**src/rtl/ddr2_burst_master.sv**
```systemverilog
// ddr2_burst_master
// Turns single user commands (direction, word address, beat count) into one
// burst on a DDR2 controller local interface.  Writes stream beats from the
// wr_data port; reads return on rd_data one cycle after the controller
// presents them.  Only one command is in flight at a time.
//
// Handshake rules (all channels):
//   - cmd:     a command transfers on a rising edge where cmd_valid and
//              cmd_ready are both 1.  cmd_ready is a function of state only.
//   - wr_data: a beat transfers on a rising edge where wr_data_valid and
//              wr_data_ready are both 1 (wr_data_ready mirrors local_ready
//              while a write burst is open, so this equals a controller
//              write accept).
//   - local write/read request: accepted on a rising edge where the request
//              and local_ready are both 1.
//   - rd_data / local_rdata: valid-only streams, no backpressure; every
//              valid cycle is one beat.
// The FSM state and the active beat counter are exported on dbg_state and
// dbg_beat_cnt so checkers can observe progress without probing internals.

module ddr2_burst_master #(
   parameter int ADDR_W = 24,
   parameter int DATA_W = 32,
   parameter int SIZE_W = 7
) (
   input  logic                  phy_clk,
   input  logic                  phy_rst,

   // user command channel
   input  logic                  cmd_valid,
   output logic                  cmd_ready,
   input  logic                  cmd_wr,
   input  logic [ADDR_W-1:0]     cmd_addr,
   input  logic [SIZE_W-1:0]     cmd_len,

   // user write-data stream
   input  logic                  wr_data_valid,
   output logic                  wr_data_ready,
   input  logic [DATA_W-1:0]     wr_data,

   // user read-data stream
   output logic [DATA_W-1:0]     rd_data,
   output logic                  rd_data_valid,

   // controller local interface
   output logic [ADDR_W-1:0]     local_address,
   output logic [SIZE_W-1:0]     local_size,
   output logic                  local_burstbegin,
   output logic                  local_write_req,
   output logic                  local_read_req,
   output logic [DATA_W-1:0]     local_wdata,
   output logic [DATA_W/8-1:0]   local_be,
   input  logic                  local_ready,
   input  logic                  local_init_done,
   input  logic                  local_rdata_valid,
   input  logic [DATA_W-1:0]     local_rdata,

   // status
   output logic                  busy,
   output logic                  cmd_err,

   // observability
   output logic [2:0]            dbg_state,
   output logic [SIZE_W-1:0]     dbg_beat_cnt
);

   // Longest legal burst; counters only ever reach this value, never wrap.
   localparam logic [SIZE_W-1:0] MAX_LEN  = SIZE_W'(64);
   localparam logic [SIZE_W-1:0] ONE_BEAT = SIZE_W'(1);

   typedef enum logic [2:0] {
      INIT     = 3'd0,
      IDLE     = 3'd1,
      WR_BURST = 3'd2,
      RD_REQ   = 3'd3,
      RD_WAIT  = 3'd4
   } state_t;

   state_t              state_q;
   state_t              state_d;

   // command latched at the handshake, held for the whole burst
   logic [ADDR_W-1:0]   addr_q;
   logic [SIZE_W-1:0]   len_q;
   logic                wr_q;

   // beats accepted by the controller / beats received from it
   logic [SIZE_W-1:0]   wr_cnt_q;
   logic [SIZE_W-1:0]   rd_cnt_q;

   // read return pipeline and error pulse
   logic [DATA_W-1:0]   rd_data_q;
   logic                rd_valid_q;
   logic                cmd_err_q;

   logic                cmd_hs;
   logic                len_ok;
   logic                wr_accept;
   logic                wr_last;
   logic                in_read;
   logic                rd_beat;
   logic                rd_done;

   // Decode of the current cycle's transfers.
   assign cmd_hs    = cmd_valid && cmd_ready;
   assign len_ok    = (cmd_len != '0) && (cmd_len <= MAX_LEN);
   assign wr_accept = local_write_req && local_ready;
   assign wr_last   = wr_accept && ((wr_cnt_q + ONE_BEAT) == len_q);
   // A beat can arrive in the same cycle the read request is accepted, so
   // RD_REQ counts too.  Beats beyond len are ignored to keep the count bounded.
   assign in_read   = (state_q == RD_REQ) || (state_q == RD_WAIT);
   assign rd_beat   = in_read && local_rdata_valid && (rd_cnt_q != len_q);
   assign rd_done   = (rd_cnt_q == len_q) ||
                      (rd_beat && ((rd_cnt_q + ONE_BEAT) == len_q));

   // State register.
   always_ff @(posedge phy_clk) begin
      if (phy_rst) begin
         state_q <= INIT;
      end else begin
         state_q <= state_d;
      end
   end

   // Next-state logic; losing init_done overrides every other transition.
   always_comb begin
      state_d = state_q;
      case (state_q)
         INIT: begin
            if (local_init_done) begin
               state_d = IDLE;
            end
         end
         IDLE: begin
            if (cmd_hs && len_ok) begin
               state_d = cmd_wr ? WR_BURST : RD_REQ;
            end
         end
         WR_BURST: begin
            if (wr_last) begin
               state_d = IDLE;
            end
         end
         RD_REQ: begin
            if (local_ready) begin
               state_d = RD_WAIT;
            end
         end
         RD_WAIT: begin
            if (rd_done) begin
               state_d = IDLE;
            end
         end
         default: begin
            state_d = INIT;
         end
      endcase
      if (!local_init_done) begin
         state_d = INIT;
      end
   end

   // Command latch, beat counters, read return pipeline and error pulse.
   always_ff @(posedge phy_clk) begin
      if (phy_rst) begin
         addr_q     <= '0;
         len_q      <= '0;
         wr_q       <= 1'b0;
         wr_cnt_q   <= '0;
         rd_cnt_q   <= '0;
         rd_data_q  <= '0;
         rd_valid_q <= 1'b0;
         cmd_err_q  <= 1'b0;
      end else begin
         // read data is forwarded in every state so no beat is ever lost
         rd_data_q  <= local_rdata;
         rd_valid_q <= local_rdata_valid;
         cmd_err_q  <= cmd_hs && !len_ok;
         if (!local_init_done) begin
            wr_cnt_q <= '0;
            rd_cnt_q <= '0;
         end else if (cmd_hs) begin
            addr_q   <= cmd_addr;
            len_q    <= cmd_len;
            wr_q     <= cmd_wr;
            wr_cnt_q <= '0;
            rd_cnt_q <= '0;
         end else begin
            if (wr_accept) begin
               wr_cnt_q <= wr_cnt_q + ONE_BEAT;
            end
            if (rd_beat) begin
               rd_cnt_q <= rd_cnt_q + ONE_BEAT;
            end
         end
      end
   end

   // Outputs decoded from state; reset forces every request and ready low.
   always_comb begin
      cmd_ready        = 1'b0;
      wr_data_ready    = 1'b0;
      local_burstbegin = 1'b0;
      local_write_req  = 1'b0;
      local_read_req   = 1'b0;
      local_wdata      = '0;
      local_be         = '0;
      busy             = 1'b1;
      case (state_q)
         IDLE: begin
            cmd_ready = 1'b1;
            busy      = 1'b0;
         end
         WR_BURST: begin
            local_write_req  = wr_data_valid;
            wr_data_ready    = local_ready;
            local_wdata      = wr_data;
            local_be         = '1;
            // burstbegin marks the first beat only and stays up until taken
            local_burstbegin = wr_data_valid && (wr_cnt_q == '0);
         end
         RD_REQ: begin
            local_read_req   = 1'b1;
            local_burstbegin = 1'b1;
         end
         default: begin
            busy = 1'b1;
         end
      endcase
      if (phy_rst) begin
         cmd_ready        = 1'b0;
         wr_data_ready    = 1'b0;
         local_burstbegin = 1'b0;
         local_write_req  = 1'b0;
         local_read_req   = 1'b0;
         busy             = 1'b1;
      end
   end

   assign local_address = addr_q;
   assign local_size    = len_q;
   assign rd_data       = rd_data_q;
   assign rd_data_valid = rd_valid_q && !phy_rst;
   assign cmd_err       = cmd_err_q && !phy_rst;
   assign dbg_state     = state_q;
   assign dbg_beat_cnt  = wr_q ? wr_cnt_q : rd_cnt_q;

endmodule
```
**config.mk**
```make
export PLATFORM = sky130hd
export DESIGN_NAME = ddr2_burst_master
export DESIGN_NICKNAME = d
export VERILOG_FILES = /design/src/rtl/ddr2_burst_master.sv
export SDC_FILE = /design/constraint.sdc
export NUM_CORES = 1
export LEC_CHECK = 0
export ABC_AREA = 1
export ABC_CLOCK_PERIOD_IN_PS = 3090
export BUFFER_PORTS_ARGS = -buffer_cell sky130_fd_sc_hd__buf_4
export CAP_MARGIN = 20
export CORE_ASPECT_RATIO = 0.75
export CORE_UTILIZATION = 35
export CTS_CLUSTER_SIZE = 28
export DETAILED_ROUTE_END_ITERATION = 6
export GPL_TIMING_DRIVEN = 1
export PLACE_DENSITY = 0.72
export SLEW_MARGIN = 15
export SYNTH_ARGS = -nofsm -noshare
export SYNTH_HDL_FRONTEND = slang
export SYNTH_SLANG_ARGS = --single-unit
export TNS_END_PERCENT = 5
```
**constraint.sdc**
```tcl
create_clock -name phy_clk -period 3.09 [get_ports phy_clk]
set_clock_uncertainty 0.05 [all_clocks]
set_input_delay 0.309 -clock phy_clk [delete_from_list [all_inputs] [get_ports phy_clk]]
set_output_delay 0.309 -clock phy_clk [all_outputs]
set_load 0.05 [all_outputs]
```
# --- After elaboration in Yosys (flattened, before gate mapping) ---
# Index checks and enable logic that the tools add are counted.
word_totals:
  reg_bits: 83
  latchBits: 0
  ramBits: 0
  romBits: 0
  inputBits: 103
  output_inout_bits: 117
  elab_cells: 69
  n_memories: 0
classes:
  addsub: 2
  multipliers: 0
  n_div: 0
  n_lt_le_gt_ge: 1
  n_eq_ne: 12
  shift: 0
  muxes: 21
  n_bitwise: 1
  reduce_logical: 23
op_table:
  columns: ["op", "n"]
  rows:
  - ["$mux 32", 1]
  - ["$eq 7x7->1", 3]
  - ["$pmux 3 s5", 1]
  - ["$add 7x1->7 const B", 2]
  - ["$logic_and 1x1->1", 12]
  - ["$mux 1", 12]
  - ["$mux 3", 4]
  - ["$ne 2x2->1 const B", 4]
  - ["$le 7x7->1 const B", 1]
  - ["$logic_not 7->1", 1]
  - ["$mux 7", 1]
  - ["$ne 7x7->1", 1]
  - ["$reduce_bool 7->1", 1]
  - ["$eq 3x2->1 const B", 2]
  - ["$mux 4", 1]
  - ["$reduce_and 4->1", 1]
  - ["$eq 3x1->1 const B", 1]
  - ["$eq 3x3->1 const B", 1]
  - ["$logic_not 3->1", 1]
  - ["$reduce_or 3->1", 1]
  - ["$logic_not 1->1", 2]
  - ["$logic_or 1x1->1", 2]
  - ["$pmux 1 s2", 1]
  - ["$reduce_and 2->1", 1]
  - ["2 further kinds", 2]

# --- Depth between registers and ports, before layout ---
# Gate-level depths: netlist of run 1.
depth:
  ltp_word: 8
  mapped_depth: 15
  mapped_depth_nobuf: 15

# --- Least setup slack after synthesis of run 1 ---
# No wires, ideal clock.
synth_timing:
  path_type: "reg-to-output"
  from: "register state_q[1] (netlist: dbg_state[1])"
  to: "output local_burstbegin"
  t_arrival_ns: 2.283
  required_ns: 2.731
  slack_ns: 0.448
  stages_incl_launch_ff: 5
  n_path_buf: 0
  path_cell_list: "dfxtp_1 -> nand2_1 -> inv_1 -> nand2_1 -> o22ai_1"
synth_between:
  elab_chain_cells: 3
  elab_cells_between_ends: 4
  cone_classes: "eq/ne (2); mux (2)"
synth_rtl:
  columns: ["element", "line_no", "text"]
  rows:
  - ["start: declaration", "79", "state_t state_q;"]
  - ["start signal: assignment", "121", "state_q <= state_d;"]
  - ["$eq 3x2->1", "209", "case (state_q)"]
  - ["$pmux 1 s2 (*)", "209", null]
  - ["$mux 1 (*)", "230", "if (phy_rst) begin"]
  - ["end: declaration", "48", "output logic local_burstbegin,"]
# Mark *: on every way between the ends. The rest lies on a longest branch, timed or not.

# --- Final worst setup path of run 1 ---
layout_timing:
  from: "register state_q[0] (netlist: dbg_state[0])"
  to: "output local_burstbegin"
# The elaborated chain is that of the path after synthesis.

==> results.json, run 1 <==
{
  "post_cts_buffers": 0,
  "clockRootBuffer": "clkbuf_16",
  "cts.hold.buffers_added": 0,
  "wirelength_mm": 11.9,
  "synth.avg_cell_area_sq_um": 6.55,
  "cts.sinks": 83,
  "rsz0062_at_grt": "false",
  "cts_tree": "yes",
  "antenna_found_initial": 0,
  "max_freq_mhz": 433,
  "clock_latency_ns": 0.33,
  "final_cells": 929,
  "dr.pass1.iters": 7,
  "fin_nets": 894,
  "synth.distinct_cells": 26,
  "crit_path_max_fanout": 34,
  "min-delay-start": "local_rdata[8]",
  "routed-via-count": 4203,
  "p_leak_nw": 3.18,
  "synth.net_count": 686,
  "grtUsageTotal_pct": 20.9,
  "row_count": 32,
  "routedWlPerCell_microns": 12.9,
  "route.detailed.drc": 0,
  "yosysWarnings": 0,
  "drv_cap": 0,
  "status": "finished, final reports clean",
  "drtAntennaViolNets": 0,
  "synth-seq-cells": 83,
  "post-route-period-util_pct": 74.8,
  "pin_count": 220,
  "die_h_microns": 92.2,
  "slew_violations": 0,
  "finalPower_mw": 2.60,
  "fin_setup_tns_ns": 0,
  "ir_worst_vdd_uv": 288,
  "worst_setup_path_start_kind": "flip-flop",
  "crit_required_ns": 2.73,
  "dp_hpwl_mm": 9.29,
  "start_util_pct": 36.5,
  "hold_viol_final": 0,
  "drive_above_1_share_pct": 32.2,
  "fill_cells": 1023,
  "clockBufferDepth": 2,
  "min_path_type": "in2reg",
  "placedCellCount": 913,
  "grt_pass1_vias": 3823,
  "port_buffers": 219,
  "critical_path.startpoint": "dbg_state[0]",
  "period_needed_ns": 2.31,
  "setup_viol": 0,
  "cts_max_level": 3,
  "slew_headroom_pct": 39.4,
  "drtIter0Drc": 190,
  "overflow": 0,
  "syn_to_final_growth_pct": 53.1,
  "fin_util_pct": 55.9,
  "avgViaCountPerCell": 4.52,
  "grt_first_pass_wirelength_mm": 18.5,
  "place_congestion": 0.897,
  "cts_buffers": 9,
  "num_antenna_cells": 0,
  "dieArea_sq_um": 11300,
  "arrival_ns": 1.95,
  "power.density_nw_per_um2": 448,
  "clk_pin_slew_ns": 0.07,
  "grt_max_degree": 42,
  "synth_cells": 580,
  "seq_area_frac_synth_pct": 43.8,
  "critPathCaptureType": "output pin",
  "cts.repair.resized": 0,
  "core_area_sq_um": 10400,
  "critPathKind": "reg2out",
  "worst_pin_slew_ns": 0.907,
  "die_w_microns": 122,
  "r2r-start": "wr_cnt_q[0]",
  "syn_area_sq_um": 3800
}
state kept, by name, indices dropped and copies added (netlist names):
register and count:
cmd_err_q 1, wr_q 1, wr_cnt_q 7, rd_valid_q 1, local_size 7, dbg_state 3, local_address 24, rd_data 32
rd_cnt_q 7
through the flow:
step / worst slack [ns] / hold WS [ns] / area, sq um
finish: 0.780 / 0.115 / 5810
global route: 0.598 / 0.115 / 5810
CTS: 0.751 / 0.112 / 5810
detailed placement: 0.938 / 0.435 / 5510
global placement: 0.980 / 0.428 / 5510
floorplan: 0.448 / 0.366 / 3800
placed cells by master (no fill, tap or decap):
master / instances
nor3b_2: 1
inv_8: 1
clkbuf_1: 1
inv_6: 1
clkinv_1: 1
nor2_1: 145
nand2_1: 75
ha_1: 3
a31oi_1: 3
nor3_1: 4
o21ai_0: 14
o21ai_1: 46
nor2_8: 1
o22ai_1: 1
xor2_1: 1
o21ai_2: 1
inv_1: 106
buf_4: 221
clkinvlp_4: 3
nor2_4: 1
nand4_1: 7
clkbuf_16: 9
dfxtp_1: 83
nor2_2: 3
inv_2: 12
nand3b_1: 1
nand3_1: 28
a21oi_1: 19
bufinv_16: 1
path summary, 6_finish.rpt:
check | to | slack, ns | cells past startpoint
worst max-delay path | local_burstbegin | 0.78 | 7
worst min-delay path | rd_data[8] | 0.11 | 3
worst max register to register | dbg_state[2] | 1.09 | 12
worst min register to register | local_address[11] | 0.45 | 2
report_power, final:
part           total (mW)  switching [mW]  internal [mW]
clock                1.08           0.449          0.635
sequential           1.12          0.0171           1.10
combinational       0.399           0.240          0.158
cells in the mapped netlist (all sizes together):
cell type / instances / area [sq um]
a21oi: 19 / 95.1
a31oi: 3 / 18.8
buf: 13 / 72.6
clkbuf: 11 / 41.3
clkinv: 1 / 3.75
dfxtp: 83 / 1660
ha: 3 / 37.5
inv: 118 / 443
nand2: 75 / 282
nand3: 28 / 140
nand3b: 1 / 7.51
nand4: 7 / 43.8
nor2: 150 / 594
nor3: 4 / 20.0
nor3b: 1 / 12.5
o21ai: 61 / 309
o22ai: 1 / 6.26
xor2: 1 / 8.76
worst max-delay path: stages, from the launching register on:
cell     delay, ns
dfxtp_1       0.35
nor2_1        0.20
nand2_1       0.07
buf_4         0.23
inv_1         0.18
nand2_1       0.09
o22ai_1       0.23
buf_4         0.25
cell type report:
cell class                 count  area (sq um)  area share, %
inverter                     119           447           7.68
tap                          136           170           2.93
sequential                    83          1660           28.6
clock inverter                 6          72.6           1.25
multi-input combinational    354          1580           27.1
clock buffer                  10           229           3.94
timing repair buffer         221          1660           28.5
per-layer routing:
layer / GRT usage, % / vias up / share of wire [%]
met4: 4.88 / 0 / 1.1
met1: 27.2 / 1848 / 43
met2: 32.2 / 163 / 46
met3: 8.40 / 17 / 9.4
met5: 0 / - / 0
li1: - / 2175 / -
kinds of logic (layout without fill, tap and decap cells):
kind of cell / Yosys count / in the layout / synth area share, %
buffers and inverters: 143 / 356 / 14.8
DFF: 83 / 83 / 43.8
and+or+nand+nor: 266 / 266 / 29.0
xor gates and xnor gates: 1 / 1 / 0.231
adders and majority gates: 3 / 3 / 0.989
AOI/OAI and AO/OA: 84 / 84 / 11.3
Power figures use the tool's default switching activity.
==> run 2, diff against run 1 <==
--- a/config.mk
+++ b/config.mk
@@ -6,7 +6,7 @@
 export NUM_CORES = 1
 export LEC_CHECK = 0
 export ABC_AREA = 1
-export ABC_CLOCK_PERIOD_IN_PS = 3090
+export ABC_CLOCK_PERIOD_IN_PS = 2300
 export BUFFER_PORTS_ARGS = -buffer_cell sky130_fd_sc_hd__buf_4
 export CAP_MARGIN = 20
 export CORE_ASPECT_RATIO = 0.75
==> constraint.sdc (replaced) <==
create_clock -name phy_clk -period 2.3 [get_ports phy_clk]
set_clock_uncertainty 0.05 [all_clocks]
set_input_delay 0.23 -clock phy_clk [delete_from_list [all_inputs] [get_ports phy_clk]]
set_output_delay 0.23 -clock phy_clk [all_outputs]
set_load 0.05 [all_outputs]
==> results.json, run 2 (synthesis results as in run 1) <==
{
  "core_area_sq_um": 10400,
  "cts.repair.resized": 0,
  "crit_required_ns": 2.48,
  "drtIter0Drc": 168,
  "fin_setup_tns_ns": 0,
  "critPathKind": "reg2reg",
  "final_cell_mix": "buf_4, nor2_1, inv_1",
  "worstRegToRegCells": 13,
  "switchingPower_mw": 0.971,
  "worst_pin_slew_ns": 0.530,
  "timing.rr.end": "dbg_state[2]",
  "cts.sinks": 83,
  "ir_worst_vdd_uv": 385,
  "fin_nets": 896,
  "reg2reg_setup_slack_ns": 0.27,
  "overflow": 0,
  "dr.pass1.iters": 7,
  "largest_reg_flops": 32,
  "row_count": 32,
  "pwr-share-clk_pct": 43.8,
  "holdPathEnd": "rd_data[12]",
  "clockRootBuffer": "clkbuf_16",
  "cts_max_level": 3,
  "antenna_found_initial": 0,
  "die_w_microns": 122,
  "crit_path_max_fanout": 7,
  "routedWlPerCell_microns": 12.8,
  "p_int_mw": 2.67,
  "period_needed_ns": 2.03,
  "dp_hpwl_mm": 9.19,
  "slew_violations": 0,
  "cts.hold.buffers_added": 0,
  "rsz0062_at_grt": "false",
  "pin_count": 220,
  "post-route-period-util_pct": 88.1,
  "routed-via-count": 4257,
  "critPathCaptureType": "flip-flop",
  "route.detailed.drc": 0,
  "hold_viol_final": 0,
  "grt_max_degree": 34,
  "power.density_nw_per_um2": 620,
  "grt_pass1_vias": 3927,
  "drtAntennaViolNets": 0,
  "dieArea_sq_um": 11300,
  "avgViaCountPerCell": 4.57,
  "grtUsageTotal_pct": 20.7,
  "drv_cap": 0,
  "grt_first_pass_wirelength_mm": 18.4,
  "clk_pin_slew_ns": 0.07,
  "fill_cells": 994,
  "place_congestion": 0.861,
  "holdPathStages": 3,
  "status": "finished, final reports clean",
  "p_seq_share_pct": 41.4,
  "worst_setup_path_start_kind": "flip-flop",
  "p_comb_share_pct": 14.8,
  "p_leak_nw": 3.21,
  "hold_slack_ns": 0.0364,
  "cts_tree": "yes",
  "start_util_pct": 36.5,
  "swShare_pct": 26.7,
  "post_cts_buffers": 0,
  "cts_buffers": 9,
  "syn_to_final_growth_pct": 54.5,
  "port_buffers": 219,
  "wirelength_mm": 11.9,
  "die_h_microns": 92.2,
  "clockBufferDepth": 2,
  "final_common_cell": "buf_4",
  "arrival_ns": 2.21,
  "r2r-start": "wr_cnt_q[0]",
  "setup_viol": 0,
  "clock_latency_ns": 0.34,
  "multi_input_area_sq_um": 1590,
  "num_antenna_cells": 0,
  "min-delay-start": "local_rdata[12]",
  "max_freq_mhz": 493,
  "seq_area_sq_um": 1660,
  "slew_headroom_pct": 64.6,
  "drive_above_1_share_pct": 32.6,
  "min_path_type": "in2reg"
}
## run 2: per-layer routing
layer	part of all wire [%]	wire length, microns	vias up	track usage (%)
li1	-	-	2175	-
met1	43	5100	1907	25.6
met2	47	5540	157	32.8
met3	9.4	1120	18	8.40
met4	1.1	135	0	5.89
met5	0	0	-	0
## run 2: power by group through the flow
stage	clock (mW)	sequential, mW	combinational, mW
floorplan	0	1.69	0.141
global placement	0	1.54	0.533
detailed placement	0	1.54	0.538
CTS	1.62	1.51	0.540
global route	1.68	1.51	0.573
finish	1.59	1.51	0.537
## run 2: critical path: stages (launching register included)
cell	delay, ns
dfxtp_1	0.43
inv_1	0.11
ha_1	0.32
inv_1	0.05
nand2_1	0.05
o21ai_0	0.07
nor2_1	0.09
nand3_1	0.09
nor2_1	0.15
nand3_1	0.10
nand2_1	0.13
nand3_1	0.08
o21ai_1	0.14
inv_1	0.06
## run 2: worst max-delay path by stage
| stage | from | to | slack (ns) | depth (start not counted) |
|---|---|---|---|---|
| 4_1_cts | wr_cnt_q[0] | dbg_state[2] | 0.28 | 13 |
| 3_3_place_gp | wr_cnt_q[0] | dbg_state[2] | 0.40 | 12 |
| 6_report | wr_cnt_q[0] | dbg_state[2] | 0.27 | 13 |
| 2_1_floorplan | dbg_state[1] | local_burstbegin | 0.05 | 4 |
| 5_1_grt | wr_cnt_q[0] | dbg_state[2] | 0.06 | 12 |
| 3_5_place_dp | wr_cnt_q[0] | dbg_state[2] | 0.32 | 12 |
## run 2: final cells by class
type,instances,area share [%]
inverter,119,7.62
multi-input combinational,354,27.0
clock inverter,6,1.64
timing repair buffer,223,28.5
tap,136,2.90
sequential,83,28.3
clock buffer,10,3.90
## run 2: stage by stage
stage / total power, mW / setup slack, ns / area, sq um / instances / util [%]
CTS: 3.67 / 0.284 / 5870 / 931 / 56.3
global placement: 2.07 / 0.400 / 5540 / 915 / 53.2
detailed placement: 2.08 / 0.324 / 5540 / 915 / 53.2
finish: 3.64 / 0.273 / 5870 / 931 / 56.3
global route: 3.77 / 0.0561 / 5870 / 931 / 56.3
floorplan: 1.83 / 0.0470 / 3810 / 580 / -
